`src/rtl/q44_accumulator.sv`:
```
// -----------------------------------------------------------------------------
// q44_accumulator
//
// Sums every LEN consecutive accepted signed Q4.4 samples in a wide
// accumulator and emits the sum saturated back to Q4.4, with a flag that
// reports clamping. The result is held until the consumer accepts it.
//
// Parameters:
//   LEN    samples summed per result (>= 1)
//   ACC_W  accumulator width, >= 8 + ceil(log2(LEN)) so it never wraps
//
// Ports:
//   clk        system clock, rising-edge
//   rst_n      asynchronous reset, active-low
//   clr        synchronous clear of the partial sum (priority over accept)
//   din        sample, signed Q4.4
//   in_valid   din valid this cycle
//   in_ready   block can accept din this cycle
//   dout       result, signed Q4.4, saturated
//   ovf        true sum of the current result was outside [-128, 127] LSB
//   out_valid  dout/ovf hold a result
//   out_ready  consumer accepts the result this cycle
// -----------------------------------------------------------------------------
module q44_accumulator #(
  parameter int LEN   = 4,
  parameter int ACC_W = 12
) (
  input  logic       clk,
  input  logic       rst_n,
  input  logic       clr,
  input  logic [7:0] din,
  input  logic       in_valid,
  output logic       in_ready,
  output logic [7:0] dout,
  output logic       ovf,
  output logic       out_valid,
  input  logic       out_ready
);

  localparam int CNT_W = (LEN > 1) ? $clog2(LEN) : 1;
  localparam logic [CNT_W-1:0]        LAST_CNT = CNT_W'(LEN - 1);
  localparam logic signed [ACC_W-1:0] Q_MAX    = ACC_W'(127);
  localparam logic signed [ACC_W-1:0] Q_MIN    = ACC_W'(-128);

  logic signed [ACC_W-1:0] acc;
  logic signed [ACC_W-1:0] din_ext;
  logic signed [ACC_W-1:0] sum;
  logic [CNT_W-1:0]        cnt;
  logic                    accept;
  logic                    last;
  logic [7:0]              sat_val;
  logic                    sat_hit;

  // A slot opens when no result is pending or the pending one drains this
  // edge; clr blocks input so a cleared cycle never absorbs a sample.
  assign in_ready = !clr && (!out_valid || out_ready);
  assign accept   = in_valid && in_ready;
  assign last     = (cnt == LAST_CNT);

  assign din_ext  = ACC_W'($signed(din));
  assign sum      = acc + din_ext;

  // NOTE: every output gets a default before the if-chain so no path leaves
  // a variable unassigned, which would infer a latch.
  always_comb begin
    sat_val = sum[7:0];
    sat_hit = 1'b0;
    if (sum > Q_MAX) begin
      sat_val = 8'h7F;
      sat_hit = 1'b1;
    end else if (sum < Q_MIN) begin
      sat_val = 8'h80;
      sat_hit = 1'b1;
    end
  end

  // Partial-sum state.
  // NOTE: sequential state uses non-blocking assignments so every register
  // samples pre-edge values regardless of statement order.
  always_ff @(posedge clk or negedge rst_n) begin
    if (!rst_n) begin
      acc <= '0;
      cnt <= '0;
    end else if (clr) begin
      acc <= '0;
      cnt <= '0;
    end else if (accept) begin
      if (last) begin
        acc <= '0;
        cnt <= '0;
      end else begin
        acc <= sum;
        cnt <= cnt + CNT_W'(1);
      end
    end
  end

  // Result register. A drain and a final accept on the same edge reload the
  // output with the new result and keep out_valid high (no bubble); the later
  // assignment wins in that case.
  always_ff @(posedge clk or negedge rst_n) begin
    if (!rst_n) begin
      dout      <= 8'h00;
      ovf       <= 1'b0;
      out_valid <= 1'b0;
    end else begin
      if (out_valid && out_ready) begin
        out_valid <= 1'b0;
      end
      if (accept && last) begin
        dout      <= sat_val;
        ovf       <= sat_hit;
        out_valid <= 1'b1;
      end
    end
  end

endmodule

```
`config.mk`:
```
export PLATFORM = sky130hd
export DESIGN_NAME = q44_accumulator
export DESIGN_NICKNAME = d
export VERILOG_FILES = /design/src/rtl/q44_accumulator.sv
export SDC_FILE = /design/constraint.sdc
export NUM_CORES = 1
export LEC_CHECK = 0
export BUFFER_PORTS_ARGS = -buffer_cell sky130_fd_sc_hd__buf_4
export CAP_MARGIN = 20
export CORE_ASPECT_RATIO = 1.4
export CORE_UTILIZATION = 30
export CTS_BUF_LIST = sky130_fd_sc_hd__clkbuf_4 sky130_fd_sc_hd__clkbuf_8
export CTS_CLUSTER_DIAMETER = 50
export DETAILED_ROUTE_END_ITERATION = 12
export MAX_ROUTING_LAYER = met4
export PLACE_DENSITY = 0.51
export SYNTH_ARGS = -nofsm -noshare
export SYNTH_HDL_FRONTEND = slang
export SYNTH_SLANG_ARGS = --single-unit
```
`constraint.sdc`:
```
create_clock -name clk -period 3.95 [get_ports clk]
set_clock_uncertainty 0.2 [all_clocks]
set_input_delay 0.79 -clock clk [delete_from_list [all_inputs] [get_ports clk]]
set_output_delay 0.79 -clock clk [all_outputs]
set_load 0.02 [all_outputs]
```
**Word-level counts from Yosys, hierarchy flattened**

Index checks and enable logic that the tools add are counted.

- Flip-flop bits (word level): 24
- Latch bits: 0
- Bits in writable memories: 0
- Bits in read-only memories: 0
- Logic and storage cells: 31
- Memories kept: 0

- Add/sub/neg operators: 2
- Multipliers: 0
- Divide/modulo/power cells: 0
- Order comparisons: 2
- Eq/ne operators: 1
- Shift-type cells: 0
- Muxes and demuxes: 12
- Bitwise logic cells: 0
- Reductions and logical operators: 9

Operators with widths:

| operator | count |
|---|---|
| $mux 12 | 3 |
| $mux 8 | 2 |
| $add 12x8->12 | 1 |
| $gt 12x8->1 const B | 1 |
| $lt 12x8->1 const B | 1 |
| $mux 2 | 3 |
| $logic_and 1x1->1 | 4 |
| $mux 1 | 4 |
| $reduce_bool 2->1 | 2 |
| $add 2x1->2 const B | 1 |
| $eq 2x2->1 const B | 1 |
| $logic_not 1->1 | 2 |
| $logic_or 1x1->1 | 1 |

**Logic depth before layout (Yosys ltp)**

- Depth in word-level cells: 6
- Depth in mapped cells: 9
- Mapped depth without buffers: 9

**Worst setup path after synthesis**

No wires, ideal clock.

- Path type: input to register
- Start point: input port din[0]
- End point: register dout[2]
- Library setup time: 100 ps
- Arrival time: 3,008 ps
- Data required time: 3,650 ps
- Setup slack: 642 ps
- Cell stages on the path: 9
- Path buffers: 0
- Cell sequence: ha_1 > fa_1 > a21oi_2 > o22ai_2 > o211a_1 > o41ai_2 > xnor2_1 > a41oi_1 > a311oi_1

- Cells in the longest elaborated chain, start to end: 4

RTL lines:

| what | RTL line | source |
|---|---|---|
| from (decl) | 31 | `input logic [7:0] din,` |
| $add 12x8->12 (*) | 61 | `assign sum = acc + din_ext;` |
| $lt 12x8->1 | 71 | `end else if (sum < Q_MIN) begin` |
| $mux 8 | 71 |  |
| $mux 8 (*) | 68 | `if (sum > Q_MAX) begin` |
| to (signal assigned) | 111 | `dout <= sat_val;` |
| to (decl) | 34 | `output logic [7:0] dout,` |

Mark *: on every way between the ends. The rest lies on a longest branch, timed or not.
A chain may end at the register's enable or synchronous reset.

**Worst setup path in the final report**

Same ends and word-level chain as after synthesis.

==> load_flow_metrics.sql <==
INSERT INTO impl_metrics (metric_group, metric, value, unit) VALUES
('clock_network', 'clock_sinks', '24', ''),
('synth', 'largest_area_contributor_in_the_netlist', 'sky130_fd_sc_hd__dfrtp_1', ''),
('worst_setup_path', 'cp-end-kind', 'flop', ''),
('sta', 'final.setup.tns', '0', 'ps'),
('finish', 'n_fill_cell', '516', ''),
('sta', 'hold_viol', '0', ''),
('detailed_routing', 'detailedRoute.firstIterationViolations', '16', ''),
('sta', 'min_period', '3480', 'ps'),
('synth', 'synthTopCellsByCount', '24 x sky130_fd_sc_hd__dfrtp_1, 23 x sky130_fd_sc_hd__nor2_1, 12 x sky130_fd_sc_hd__ha_1', ''),
('clock_network', 'cts_made_buffers', '3', ''),
('worst_setup_path', 'crit_buf_inv', '1', ''),
('clock_network', 'holdBufCountCts', '0', ''),
('worst_setup_path', 'startpoint_type', 'primary input', ''),
('sta', 'worstMarginPinSlew', '946', 'ps'),
('detailed_routing', 'dr_total_vias', '1282', ''),
('sta', 'final.setup.worst_slack', '470', 'ps'),
('hold_path', 'worst_min_path_class', 'primary input to async pin', ''),
('die', 'die_w', '62.3', 'microns'),
('clock_network', 'cts.clk_slew.worst_paths', '90', 'ps'),
('placed_design', 'placed_cells_incl_taps', '237', ''),
('synth', 'synth_sequential_area_ratio', '39.3', '%'),
('worst_setup_path', 'worst_path_dominant_cell_family', 'compound AO/OA/AOI/OAI gates', ''),
('grt', 'grt.overflow.total', '0', ''),
('detailed_routing', 'wire_length_per_cell', '15.4', 'microns'),
('detailed_routing', 'wl_met3', '66', 'microns'),
('power_and_ir_drop', 'leakagePower', '0.884', 'nW'),
('die', 'die_area', '5380', 'sq um'),
('clock_network', 'postCtsResizedCells', '0', ''),
('clock_network', 'cts_setup_buffers', '0', ''),
('synth', 'async_reset_ff_share', '100', '%'),
('synth', 'postSynthCellCount', '153', ''),
('sta', 'worst_slew_margin_relative_to_its_limit', '36.7', '%'),
('die', 'floorplan.io_pins', '24', ''),
('synth', 'postSynthNetCount', '179', ''),
('detailed_routing', 'routed.top_layer', 'met4', ''),
('detailed_routing', 'post-route-drc-count', '0', ''),
('die', 'initial_core_util', '31.3', '%'),
('synth', 'synth.most_common_cell', 'sky130_fd_sc_hd__dfrtp_1', ''),
('sta', 'top_achievable_clock_speed', '287', 'MHz'),
('clock_network', 'cts_htree_levels', '1', ''),
('synth', 'syn_area', '1530', 'sq um'),
('detailed_routing', 'dr_wl_met2', '1.92', 'mm'),
('detailed_routing', 'postRouteAntennaNets', '0', ''),
('clock_network', 'cts_tree', 'yes', ''),
('worst_setup_path', 'cp_slowest_stage_delay', '420', 'ps'),
('synth', 'syn-mean-instance-area', '9.98', 'sq um'),
('synth', 'ys_warn_count', '0', ''),
('placed_design', 'hpwl', '2.85', 'mm'),
('worst_setup_path', 'arrival', '3450', 'ps'),
('die', 'floorplan.die.height', '86.4', 'microns'),
('sta', 'timing_max_transition_violations_final', '0', ''),
('grt', 'number_of_global_route_vias_before_repair', '1307', ''),
('detailed_routing', 'first_pass_iters', '4', ''),
('synth', 'yosysUniqueCellTypes', '42', ''),
('detailed_routing', 'met1_length', '1.67', 'mm'),
('grt', 'grt_use_total', '15.4', '%'),
('worst_setup_path', 'critical-path-slowest-cell', 'sky130_fd_sc_hd__fa_1', ''),
('finish', 'finalNonFillerCells', '241', ''),
('synth', 'synth_enable_flop_cells', '0', ''),
('grt', 'grt_pass1_wl', '6.34', 'mm'),
('run_status', 'outcome', 'completed', ''),
('grt', 'grt_antenna_before_repair', '0', ''),
('grt', 'grt_max_degree', '25', ''),
('worst_setup_path', 'worst-setup-path-type', 'primary input to flop', ''),
('run', 'timing.max_cap.violations', '0', ''),
('finish', 'finish.net_count', '204', ''),
('clock_network', 'clock_tree.root_cell', 'sky130_fd_sc_hd__clkbuf_8', ''),
('worst_setup_path', 'timing.critical_path.fanout_max', '7', ''),
('die', 'fp-row-count', '30', ''),
('finish', 'antenna_cells_inserted', '0', ''),
('clock_network', 'clk_latency', '270', 'ps');
-- worst paths after layout --
kind / startpoint / to / slack [ps] / cells after the start
worst max-delay path: din[0] / dout[2]$_DFFE_PN0P_ / 470 / 10
worst min-delay path: rst_n / acc[0]$_DFFE_PN0P_ / 200 / 1
worst max register to register: acc[0]$_DFFE_PN0P_ / dout[2]$_DFFE_PN0P_ / 700 / 9
worst min register to register: dout[7]$_DFFE_PN0P_ / dout[7]$_DFFE_PN0P_ / 290 / 2
max in group asynchronous: rst_n / dout[6]$_DFFE_PN0P_ / 3100 / 1
min in group clk: dout[7]$_DFFE_PN0P_ / dout[7]$_DFFE_PN0P_ / 290 / 2
-- state kept, by name, summed over array words and instances (netlist names) --
| signal | flops |
|---|---|
| dout | 8 |
| out_valid | 1 |
| cnt | 2 |
| acc | 12 |
| ovf | 1 |
-- power breakdown --
part | total (W) | internal (W) | switching (W)
Combinational | 0.000471 | 0.000199 | 0.000272
Sequential | 0.000350 | 0.000311 | 0.0000394
Clock | 0.000172 | 0.0000891 | 0.0000828
Total | 0.000993 | 0.000599 | 0.000394
-- through the flow --
stage | hold WS (ps) | total power (W)
floorplan | 277 | 0.000671
global placement | 266 | 0.000820
detailed placement | 278 | 0.000828
CTS | 218 | 0.00100
global route | 226 | 0.00106
finish | 205 | 0.000993
-- layout make-up --
class / instances / area (sq um) / area share, %
Timing Repair Buffer: 23 / 173 / 9.47
Inverter: 3 / 11.3 / 0.618
Clock buffer: 4 / 55.1 / 3.02
Multi-Input combinational cell: 123 / 903 / 49.6
Sequential cell: 24 / 601 / 32.9
Tap cell: 64 / 80.1 / 4.39
-- layer usage --
metal  track usage, %  vias to the layer above
met3             1.18                        7
met2             28.0                       25
met4             5.50                        0
met5                -                        -
met1             17.8                      628
li1                 -                      622
-- layout by cell type (no fill, tap or decap), drive strengths merged, types with 3 or more instances in the layout --
| master | instances |
|---|---|
| clkbuf | 4 |
| xnor2 | 8 |
| a211oi | 10 |
| nand2 | 10 |
| nand3 | 4 |
| a21oi | 7 |
| ha | 12 |
| buf | 23 |
| o41ai | 3 |
| inv | 3 |
| nor2 | 23 |
| o21ai | 6 |
| nor3 | 4 |
| a22o | 9 |
| dfrtp | 24 |
-- kinds of logic (layout without fill, tap and decap cells) --
logic type	Yosys count	in the layout	synth area share [%]
mux	2	2	1.39
simple gates	53	53	16.2
compound gates	46	46	25.2
xor+xnor	9	9	5.16
flops	24	24	39.3
fa+ha+maj	13	13	11.1
buf+inv	6	30	1.48
Note: power is estimated with default switching activity, not from simulation.
